[config.mk]
export PLATFORM = sky130hd
export DESIGN_NAME = max7219_rx_flat
export DESIGN_NICKNAME = d
export VERILOG_FILES = /design/src/rtl/max7219_rx_if.sv /design/src/rtl/max7219_rx.sv /design/src/flat_wrapper.sv
export SDC_FILE = /design/constraint.sdc
export NUM_CORES = 1
export LEC_CHECK = 0
export ABC_AREA = 1
export CORE_MARGIN = 10
export CORE_UTILIZATION = 35
export CTS_CLUSTER_DIAMETER = 150
export DETAILED_ROUTE_END_ITERATION = 8
export GPL_TIMING_DRIVEN = 0
export PLACE_DENSITY = 0.49
export SLEW_MARGIN = 10
export SYNTH_ARGS = -nofsm -noshare
export SYNTH_HDL_FRONTEND = slang
export SYNTH_SLANG_ARGS = --single-unit
[constraint.sdc]
create_clock -name clk -period 3.05 [get_ports clk]
set_clock_uncertainty 0.2 [all_clocks]
set_input_delay 0.305 -clock clk [delete_from_list [all_inputs] [get_ports clk]]
set_output_delay 0.305 -clock clk [all_outputs]
set_load 0.005 [all_outputs]
[src/rtl/max7219_rx_if.sv]
// MAX7219 serial pin bundle (LOAD/CS, serial clock, serial data) as seen at the FPGA boundary.
// The host side drives the pins; the receiver only observes them.
interface max7219_rx_if;
  logic max_cs;
  logic max_clk;
  logic max_din;

  modport master (output max_cs, output max_clk, output max_din);
  modport slave  (input  max_cs, input  max_clk, input  max_din);
endinterface

[src/rtl/max7219_rx.sv]
// Receiver for daisy-chained MAX7219 command words: decodes them into per-device registers and a frame buffer.
// Optional MAX7219_STATS_EN adds frame_count/err_count statistics ports.
module max7219_rx #(
  parameter int NUM_DEV = 4
) (
  input  logic                          clk,
  input  logic                          rst,
  max7219_rx_if.slave                   pins,
  input  logic [$clog2(NUM_DEV*8)-1:0]  rd_addr,
  output logic [7:0]                    rd_data,
  output logic                          frame_strobe,
  output logic [NUM_DEV-1:0]            shutdown_n,
  output logic [NUM_DEV-1:0]            disp_test,
  output logic [4*NUM_DEV-1:0]          intensity
`ifdef MAX7219_STATS_EN
  ,
  output logic [15:0]                   frame_count,
  output logic [7:0]                    err_count
`endif
);

  localparam int ROWS  = NUM_DEV * 8;
  localparam int ROW_W = $clog2(ROWS);
  localparam int WC_W  = $clog2(NUM_DEV + 1);
  localparam int SR_W  = 16 * NUM_DEV;

  // Stage [0],[1] synchronise; stage [2] is the previous value for edge detection.
  logic [2:0]        cs_sync;
  logic [2:0]        sclk_sync;
  logic [1:0]        din_sync;
  logic [3:0]        bit_cnt;
  logic [WC_W-1:0]   word_cnt;
  logic [SR_W-1:0]   shreg;
  logic [7:0]        frame [ROWS];

  logic [7:0]        frame_nxt [ROWS];
  logic [NUM_DEV-1:0]   shdn_nxt;
  logic [NUM_DEV-1:0]   test_nxt;
  logic [4*NUM_DEV-1:0] int_nxt;
  logic [15:0]       wrd;

  logic cs_fall, cs_rise, sclk_rise, frame_valid;

  assign cs_fall     =  cs_sync[2] & ~cs_sync[1];
  assign cs_rise     = ~cs_sync[2] &  cs_sync[1];
  assign sclk_rise   = ~sclk_sync[2] & sclk_sync[1];
  assign frame_valid = (bit_cnt == 4'd0) && (word_cnt != '0);

  // Register image after a commit: devices below word_cnt take their word, the rest keep state.
  always_comb begin
    // NOTE: every output gets a default first so no path leaves it unassigned (no latch).
    frame_nxt = frame;
    shdn_nxt  = shutdown_n;
    test_nxt  = disp_test;
    int_nxt   = intensity;
    wrd       = '0;
    for (int d = 0; d < NUM_DEV; d++) begin
      wrd = shreg[16*d +: 16];
      if (d < int'(word_cnt)) begin
        case (wrd[11:8])
          4'h1, 4'h2, 4'h3, 4'h4, 4'h5, 4'h6, 4'h7, 4'h8:
            frame_nxt[ROW_W'(d*8 + int'(wrd[11:8]) - 1)] = wrd[7:0];
          4'hA:    int_nxt[4*d +: 4] = wrd[3:0];
          4'hC:    shdn_nxt[d]       = wrd[0];
          4'hF:    test_nxt[d]       = wrd[0];
          default: ;
        endcase
      end
    end
  end

  always_ff @(posedge clk) begin
    if (rst) begin
      cs_sync      <= '1;
      sclk_sync    <= '0;
      din_sync     <= '0;
      bit_cnt      <= '0;
      word_cnt     <= '0;
      shreg        <= '0;
      frame_strobe <= 1'b0;
      shutdown_n   <= '0;
      disp_test    <= '0;
      intensity    <= '0;
      rd_data      <= '0;
      // NOTE: the frame must read back as zero after reset, so it is built from resettable flops, not RAM.
      for (int r = 0; r < ROWS; r++) frame[r] <= '0;
`ifdef MAX7219_STATS_EN
      frame_count  <= '0;
      err_count    <= '0;
`endif
    end else begin
      // NOTE: all state here uses non-blocking assignments so every flop samples pre-edge values.
      cs_sync      <= {cs_sync[1:0],   pins.max_cs};
      sclk_sync    <= {sclk_sync[1:0], pins.max_clk};
      din_sync     <= {din_sync[0],    pins.max_din};
      frame_strobe <= 1'b0;

      if (cs_fall) begin
        bit_cnt  <= '0;
        word_cnt <= '0;
      end else if (sclk_rise && !cs_sync[1]) begin
        shreg   <= {shreg[SR_W-2:0], din_sync[1]};
        bit_cnt <= bit_cnt + 4'd1;
        if (bit_cnt == 4'd15 && word_cnt != WC_W'(NUM_DEV))
          word_cnt <= word_cnt + WC_W'(1);
      end

      if (cs_rise && frame_valid) begin
        frame        <= frame_nxt;
        shutdown_n   <= shdn_nxt;
        disp_test    <= test_nxt;
        intensity    <= int_nxt;
        frame_strobe <= 1'b1;
`ifdef MAX7219_STATS_EN
        frame_count  <= frame_count + 16'd1;
`endif
      end
`ifdef MAX7219_STATS_EN
      else if (cs_rise) begin
        err_count <= err_count + 8'd1;
      end
`endif

      rd_data <= (32'(rd_addr) < ROWS) ? frame[rd_addr] : 8'h00;
    end
  end

endmodule
[src/flat_wrapper.sv]
// flat-port wrapper written by rule: the top's interface ports become plain ports
module max7219_rx_flat 
#(
  parameter int NUM_DEV = 4
)
  (clk, rst, rd_addr, rd_data, frame_strobe, shutdown_n, disp_test, intensity, pins_max_cs, pins_max_clk, pins_max_din);
  max7219_rx_if pins_i ();
  input  logic clk;
  input  logic rst;
  input  logic [$clog2(NUM_DEV*8)-1:0] rd_addr;
  output logic [7:0] rd_data;
  output logic frame_strobe;
  output logic [NUM_DEV-1:0] shutdown_n;
  output logic [NUM_DEV-1:0] disp_test;
  output logic [4*NUM_DEV-1:0] intensity;
  input wire logic [$bits(pins_i.max_cs)-1:0] pins_max_cs;
  input wire logic [$bits(pins_i.max_clk)-1:0] pins_max_clk;
  input wire logic [$bits(pins_i.max_din)-1:0] pins_max_din;
  assign pins_i.max_cs = pins_max_cs;
  assign pins_i.max_clk = pins_max_clk;
  assign pins_i.max_din = pins_max_din;
  max7219_rx #(.NUM_DEV(NUM_DEV)) u_core (.clk(clk), .rst(rst), .pins(pins_i), .rd_addr(rd_addr), .rd_data(rd_data), .frame_strobe(frame_strobe), .shutdown_n(shutdown_n), .disp_test(disp_test), .intensity(intensity));
endmodule
==> results of run 1 <==
-- state kept, by name, summed over array words and instances, names as in the netlist --
name,cells
u_core.cs_sync,3
u_core.frame_strobe,1
u_core.bit_cnt,4
u_core.din_sync,2
u_core.word_cnt,3
u_core.frame,256
u_core.shutdown_n,4
u_core.rd_data,8
u_core.sclk_sync,3
u_core.intensity,16
u_core.disp_test,4
u_core.shreg,60
-- per-stage QoR --
step	utilization, %	cell area, µm²	hold slack [ns]
2_1_floorplan	-	15300	0.188
3_3_place_gp	38.0	16400	0.191
3_5_place_dp	38.0	16400	0.194
4_1_cts	40.9	17700	0.0340
5_1_grt	40.9	17700	0.0704
6_report	40.9	17700	0.0610
-- kinds of logic (layout without fill, tap and decap cells) --
| family | Yosys count | after routing |
|---|---|---|
| buf+inv | 417 | 526 |
| fa+ha+maj | 4 | 4 |
| simple gates | 1205 | 1205 |
| compound gates | 288 | 288 |
| flops | 364 | 364 |
-- path summary, 6_finish.rpt --
kind	start	endpoint	cells past startpoint
worst max-delay path	u_core.word_cnt[0]	u_core.frame[148]	11
worst min register to register	u_core.cs_sync[0]	u_core.cs_sync[1]	1
worst max register to register	u_core.word_cnt[0]	u_core.frame[148]	11
worst min-delay path	pins_max_clk	u_core.sclk_sync[0]	3
-- cell type report --
class	count	area, µm²
Fill cell	4646	25500
Sequential cell	364	7290
Multi-Input combinational cell	1497	6390
Clock buffer	64	1190
Inverter	275	1030
Tap cell	585	732
Buffer	142	588
Timing Repair Buffer	37	370
Clock inverter	8	80.1
-- power groups by stage --
stage          clock network [µW]  logic, µW  registers (µW)
2_1_floorplan                   0        275            4880
3_3_place_gp                    0        493            4880
3_5_place_dp                    0        493            4880
4_1_cts                      4900        495            4770
5_1_grt                      5080        543            4770
6_report                     4780        494            4770
-- critical path: cells and delay by family (launching register included) --
| family | cells | cell delay [ns] |
|---|---|---|
| AOI/OAI and AO/OA | 1 | 0.24 |
| DFF | 1 | 0.36 |
| adders and majority gates | 1 | 0.22 |
| buffers and inverters | 3 | 0.40 |
| and+or+nand+nor | 6 | 1.01 |
-- Yosys cell counts, drive strengths merged --
library cell,instances
a21oi,126
dfxtp,364
nand4,8
nor2b,6
or2,3
o21ai,154
and2,1
nand3,206
nor4,1
clkbuf,90
a211oi,8
ha,4
nor3b,1
nand3b,1
buf,52
nor2,412
nand2,560
nor3,6
inv,275
-- per-layer routing --
layer	track usage, %	up-vias	share of wire (%)
met5	0	-	0
met4	5.61	0	2.4
met3	2.78	77	4.8
met2	30.0	286	45
met1	25.4	6576	48
li1	-	7185	-
==> flow_summary.yaml, run 1 <==
detailed_routing:
  drt_first_pass_iters: 7
  totalWireLength_um: 49800
  via_per_inst: 4.75
  ant_nets: 0
  vias: 14100
  wl_per_cell_um: 16.8
  route.detailed.drc: 0
  drt_iter0_markers: 1035
setup_path:
  start_kind: "flip-flop"
  path_common_cell: "nand2_1"
  max_stage_delay_ns: 0.37
  end_kind: "flip-flop"
  cp_max_fo: 10
  worstPathArrival_ns: 2.78
  required_ns: 3.30
  critPathSlowestCell: "nor2_2"
  cp_cell_sequence: "inv_1 > ha_1 > nand2_1 > nand2_1 > nor2_1 > buf_4 > inv_2 > nor2_2 > nand2_1 > o21ai_0 > nor2_1"
  regToRegSetupSlack_ns: 0.52
  critical_path_class: "reg2reg"
clock_network:
  insertion_delay_ns: 0.56
  cts_hold_buf: 0
  cts_buffers: 42
  clock_path_buffers: 3
  cts_resized: 0
  path_clk_slew_ns: 0.06
  clock-sinks: 364
  cts_setup_buffers: 0
  cts_tree: "built"
  cts_htree_levels: 2
  root_buffer: "clkbuf_16"
placement:
  placed_cells: 2900
  pre_cts_ws_ns: 0.208
  portBuffers: 37
  place.gp.congestion: 0.862
  dp_hpwl_um: 35300
power_and_ir_drop:
  p_int_uw: 7660
  swShare_pct: 23.8
  ir_drop_v: 0.000454
  seq_power_share_pct: 47.5
  total_power_uw: 10000
  leakagePower_uw: 0.00716
  power.switching_uw: 2390
  power_density_nw_per_um2: 568
  clkPwrFrac_pct: 47.6
  p_comb_share_pct: 4.9
synth:
  synth.distinct_cells: 28
  synth_top_family_by_area: "simple AND/OR/NAND/NOR gates"
  yosys.area.top_type_share_pct: 47.6
  synth_xor_area_share_pct: 0
  syn_area_um2: 15300
  ys_seq_area_share_pct: 47.6
  synthCells: 2278
  synth-simple-area-share_pct: 31.9
  synth_fp_nets: 2292
  synth_top_cell_by_area: "dfxtp_1"
  muxShareOfSynthArea_pct: 0
  synth_compound_area_share_pct: 9.55
  synth_warnings: 0
  synth_area_leaders: "dfxtp_1 48%, nand2_1 14%, nor2_1 10%"
  syn_area_per_cell_um2: 6.72
  ys_seq_elements: 364
  synth_adder_area_share_pct: 0.327
hold_path:
  min_path_type: "in2reg"
finish:
  nNetsFinal: 2373
  drive_gt1_share_pct: 4.23
  diodes: 0
  final_common_cell: "nand2_1"
  stdcell_count: 2972
  layout_common_cells: "559 x nand2_1, 410 x nor2_1, 364 x dfxtp_1"
  syn_to_final_growth_pct: 15.5
sta:
  fin_ws_ns: 0.525
  hold_violations: 0
  setup_violations: 0
  drv_slew: 0
  min_period_ns: 2.53
  rsz0062_at_grt: "no"
  slew_headroom_pct: 40.6
  fmaxAchievable_mhz: 396
  final.setup.tns_ns: 0
  finalCritPeriodShare_pct: 82.8
  tightestPinTransition_ns: 0.891
floorplanning:
  coreArea_um2: 43200
  die_h_um: 229
  fp.dieW_um: 229
  placementRows: 76
  dieArea_um2: 52500
  start_util_pct: 35.4
  pin_count: 43
global_routing:
  grt_pass1_wl_um: 77100
  grt_start_max_net_pins: 13
  grt_pass1_vias: 13200
  grt_antenna_before_repair: 1
  overflow: 0
  track_usage_pct: 18.7
flow_run:
  drv_cap: 0
run_status:
  outcome: "complete, no violations"
Power figures use the tool's default switching activity.
==> run 2: changes to the inputs <==
==> constraint.sdc (replaced) <==
create_clock -name clk -period 2.4 [get_ports clk]
set_clock_uncertainty 0.2 [all_clocks]
set_input_delay 0.24 -clock clk [delete_from_list [all_inputs] [get_ports clk]]
set_output_delay 0.24 -clock clk [all_outputs]
set_load 0.005 [all_outputs]
==> flow_summary.yaml, run 2 (same netlist as run 1, synthesis figures left out) <==
run_status:
  outcome: "complete, no violations"
setup_path:
  cp_max_fo: 10
  worstPathArrival_ns: 2.55
  regToRegSetupSlack_ns: 0.15
  critical_path_class: "in2reg"
  worstPathBufferInverterCount: 4
  required_ns: 2.68
  end_kind: "flip-flop"
  start_kind: "primary input"
  crit_start: "rd_addr[0]"
  max_stage_delay_ns: 0.69
  cp_cell_sequence: "buf_2 > inv_1 > buf_2 > clkbuf_1 > nand2_1 > nand3_1 > nand3_1 > a21oi_1 > nor2_1 > nor2_1"
  critPathSlowestCell: "clkbuf_1"
  reg2reg_depth: 10
  r2r_start: "u_core.word_cnt[0]"
  crit_family: "buffers and inverters"
  regToRegEndpoint: "u_core.frame[134]"
floorplanning:
  dieArea_um2: 52500
  placementRows: 76
  die_h_um: 229
  fp.dieW_um: 229
  pin_count: 43
  start_util_pct: 35.4
  coreArea_um2: 43200
hold_path:
  hp-start: "rd_addr[4]"
  min_to: "u_core.rd_data[4]"
  hold_path_depth: 4
  min_path_type: "in2reg"
clock_network:
  path_clk_slew_ns: 0.06
  root_buffer: "clkbuf_16"
  cts_buffers: 42
  cts_htree_levels: 2
  clock-sinks: 364
  clock_path_buffers: 3
  insertion_delay_ns: 0.56
  cts_tree: "built"
global_routing:
  grt_pass1_vias: 13200
  grt_start_max_net_pins: 13
  grt_antenna_before_repair: 1
  grt_pass1_wl_um: 77300
  track_usage_pct: 18.7
  overflow: 0
finish:
  syn_to_final_growth_pct: 16.7
  largest_reg_flops: 256
  multi_input_area_um2: 6460
  seq_area_um2: 7290
  drive_gt1_share_pct: 5.25
  layout_common_cells: "556 x nand2_1, 407 x nor2_1, 364 x dfxtp_1"
  regMostFlops: "u_core.frame"
  reg.largest.list: "u_core.frame: 256 flops, u_core.shreg: 60 flops, u_core.intensity: 16 flops"
  final_common_cell: "nand2_1"
  fillers: 4623
  diodes: 0
  fin_area_um2: 17900
  nNetsFinal: 2385
sta:
  fmaxAchievable_mhz: 440
  fin_ws_ns: 0.125
  hold_violations: 0
  min_period_ns: 2.28
  rsz0062_at_grt: "yes"
  setup_violations: 0
  drv_slew: 0
  tightestPinTransition_ns: 0.864
  finalCritPeriodShare_pct: 94.8
  slew_headroom_pct: 42.4
power_and_ir_drop:
  leakagePower_uw: 0.00724
  power_density_nw_per_um2: 715
  ir_drop_v: 0.000575
  total_power_uw: 12800
placement:
  place.gp.congestion: 0.862
  dp_hpwl_um: 35300
  portBuffers: 37
  post_dp_cell_area_um2: 16400
  pre_cts_ws_ns: -0.377
detailed_routing:
  vias: 14200
  ant_nets: 0
  via_per_inst: 4.76
  totalWireLength_um: 49900
  drt_iter0_markers: 1169
  wl_per_cell_um: 16.7
  route.detailed.drc: 0
  drt_first_pass_iters: 6
flow_run:
  drv_cap: 0
[run 2: cell count changes in the layout (fill, tap and decap cells not counted), moves of 3 or more]
cell | before | now
nand2_1 | 559 | 556
nand2_2 | 1 | 4
nor2_1 | 410 | 407
nand3_1 | 204 | 201
buf_4 | 4 | 14
clkbuf_1 | 104 | 100
[run 2: layout make-up]
class / instances / share of cell area [%]
buffer: 141 / 3.35
clock buffer: 64 / 6.69
clock inverter: 8 / 0.448
inverter: 275 / 5.78
multi-input combinational: 1497 / 36.2
sequential: 364 / 40.8
tap: 585 / 4.10
timing repair buffer: 50 / 2.65
[run 2: routing by layer]
layer  global-route usage (%)  wire length, µm
met5                        0                0
met4                     5.57             1140
met3                     2.88             2500
met2                     30.2            22700
met1                     25.3            23500
[run 2: worst min-delay path, delay by kind of cell]
kind          cells  cell delay [ns]
buf+inv           1             0.19
simple gates      3             0.30
[run 2: repair_timing]
action,4_1_cts,5_1_grt
gates resized for setup,6,21
endpoints found under the hold margin,2,0
endpoints found under the setup margin,39,156
pin swaps,3,3
hold buffers,2,0
buffers inserted,2,9
[run 2: worst max-delay path by stage]
stage                     cells after the start                 to  slack, ns
after floorplan                              12  u_core.frame[181]       0.45
after global placement                       10  u_core.rd_data[3]      -0.35
after detailed placement                     10  u_core.rd_data[1]      -0.38
after CTS                                    12  u_core.frame[182]     -0.001
after global routing                         13  u_core.frame[231]      -0.02
final                                        10  u_core.rd_data[2]       0.12
[run 2: through the flow]
step / cells / utilization (%) / hold slack, ns / TNS, ns
2_1_floorplan: 2278 / - / 0.144 / 0
3_3_place_gp: 2900 / 38.0 / 0.191 / -2.57
3_5_place_dp: 2900 / 38.0 / 0.194 / -3.16
4_1_cts: 2976 / 41.1 / 0.0103 / -0.00140
5_1_grt: 2984 / 41.4 / 0.0633 / -0.0483
6_report: 2984 / 41.4 / 0.0213 / 0
[run 2: power breakdown]
group / total (µW) / leakage [µW] / internal, µW / switching, µW
registers: 6070 / 0.00293 / 6060 / 5.55
logic: 632 / 0.00368 / 152 / 480
clock network: 6070 / 0.000624 / 3520 / 2550
==> run 3: changes to the inputs <==
--- a/config.mk
+++ b/config.mk
@@ -6,7 +6,7 @@
 export NUM_CORES = 1
 export LEC_CHECK = 0
 export ABC_AREA = 1
-export CORE_MARGIN = 10
+export CORE_MARGIN = 2
 export CORE_UTILIZATION = 35
 export CTS_CLUSTER_DIAMETER = 150
 export DETAILED_ROUTE_END_ITERATION = 8
==> flow_summary.yaml, run 3 (same netlist as run 1, synthesis figures left out) <==
flow_run:
  drv_cap: 0
setup_path:
  crit_family: "simple AND/OR/NAND/NOR gates"
  max_stage_delay_ns: 0.36
  critPathSlowestCell: "dfxtp_1"
  critical_path_class: "reg2reg"
  worstPathArrival_ns: 2.55
  r2r_start: "u_core.word_cnt[0]"
  regToRegEndpoint: "u_core.frame[231]"
  reg2reg_depth: 13
  path_common_cell: "nand2_1"
  worstPathBufferInverterCount: 4
  cp_max_fo: 10
  start_kind: "flip-flop"
  cp_cell_sequence: "inv_1 > ha_1 > nand2_1 > nand2_1 > nor2_2 > nand2_2 > inv_4 > buf_6 > nand3_4 > buf_4 > nand2_1 > nand2_1 > nor2_1"
  path_depth: 13
  end_kind: "flip-flop"
  regToRegSetupSlack_ns: 0.14
  required_ns: 2.69
finish:
  reg.largest.list: "u_core.frame: 256 flops, u_core.shreg: 60 flops, u_core.intensity: 16 flops"
  regMostFlops: "u_core.frame"
  largest_reg_flops: 256
  final_common_cell: "nand2_1"
  layout_common_cells: "557 x nand2_1, 405 x nor2_1, 364 x dfxtp_1"
  drive_gt1_share_pct: 5.82
  post-route-util_pct: 41.9
  nNetsFinal: 2387
  diodes: 0
  syn_to_final_growth_pct: 17.9
sta:
  tightestPinTransition_ns: 0.874
  min_period_ns: 2.26
  slew_headroom_pct: 41.7
  fmaxAchievable_mhz: 443
  finalCritPeriodShare_pct: 94.1
  fin_ws_ns: 0.141
  hold_violations: 0
  rsz0062_at_grt: "no"
  drv_slew: 0
  setup_violations: 0
global_routing:
  grt_pass1_vias: 13200
  grt_pass1_wl_um: 77600
  track_usage_pct: 22.5
  grt_antenna_before_repair: 0
  overflow: 0
  grt_start_max_net_pins: 14
power_and_ir_drop:
  power_density_nw_per_um2: 742
  ir_drop_v: 0.000552
  leakagePower_uw: 0.00733
placement:
  pre_cts_ws_ns: -0.289
  place.gp.congestion: 0.875
  portBuffers: 37
  dp_hpwl_um: 35000
detailed_routing:
  totalWireLength_um: 49900
  wl_per_cell_um: 16.7
  via_per_inst: 4.72
  vias: 14100
  ant_nets: 0
  drt_first_pass_iters: 5
  drt_iter0_markers: 1022
  route.detailed.drc: 0
hold_path:
  min_path_type: "in2reg"
  hp-start: "pins_max_cs"
  hold_path_depth: 2
  min_to: "u_core.cs_sync[0]"
clock_network:
  cts_htree_levels: 2
  path_clk_slew_ns: 0.06
  clock-sinks: 364
  root_buffer: "clkbuf_16"
  cts_tree: "built"
  insertion_delay_ns: 0.57
  clock_path_buffers: 3
  cts_buffers: 42
floorplanning:
  coreArea_um2: 43100
  pin_count: 43
  die_h_um: 213
  dieArea_um2: 45400
  fp.dieW_um: 213
  start_util_pct: 35.5
  placementRows: 76
run_status:
  outcome: "complete, no violations"
[run 3: cell types whose count changed in the layout (fill, tap and decap cells not counted), sizes merged]
| cell | before | now |
|---|---|---|
| buf | 64 | 61 |
| bufinv | 1 | 4 |
| clkinvlp | 0 | 3 |
| clkbuf | 152 | 154 |
| dlygate4sd3 | 2 | 3 |
| inv | 275 | 276 |
[run 3: how the worst max path moves through the flow]
stage / from / endpoint / slack [ns]
floorplan: u_core.word_cnt[0] / u_core.frame[181] / 0.45
global placement: rd_addr[0] / u_core.rd_data[1] / -0.29
detailed placement: rd_addr[0] / u_core.rd_data[1] / -0.29
CTS: u_core.word_cnt[0] / u_core.frame[133] / 0.005
global route: u_core.word_cnt[2] / u_core.frame[206] / 0.001
finish: u_core.word_cnt[0] / u_core.frame[231] / 0.14
[run 3: cell type report]
class	count	area, µm²
Fill cell	4487	25000
Clock inverter	15	186
Sequential cell	364	7290
Inverter	275	1030
Timing Repair Buffer	51	483
Tap cell	585	732
Multi-Input combinational cell	1497	6460
Clock buffer	62	1250
Buffer	142	601
[run 3: what timing repair did]
action / in CTS / in global routing
gates resized for setup: 3 / 26
endpoints found under the setup margin: 47 / 159
pin swaps: 2 / 3
buffers inserted: 2 / 9
hold buffers: 3 / 0
hold endpoints to repair: 3 / 0
[run 3: where the power goes]
group	switching (µW)	internal (µW)	total [µW]	leakage [µW]
logic	477	153	630	0.00370
registers	6.77	6060	6070	0.00293
clock network	2650	4030	6680	0.000701
total	3130	10200	13400	0.00733
[run 3: metal layers]
metal  wire length (µm)  GRT usage [%]  vias up
li1                   -              -     7231
met5                  0              0        -
met3               2620           3.46       76
met4               1460           7.35        0
met1              23900           31.6     6505
met2              21900           35.4      318
[run 3: per-stage QoR]
step,hold WS [ns],power (µW),std cells,TNS [ns],instance area (µm²)
after floorplan,0.144,6550,2278,0,15300
after global placement,0.196,6820,2900,-3.58,16400
after detailed placement,0.193,6820,2900,-2.80,16400
after CTS,0.0160,13500,2982,0,17900
after global routing,0.0410,13800,2991,0,18000
final,0.0417,13400,2991,0,18000
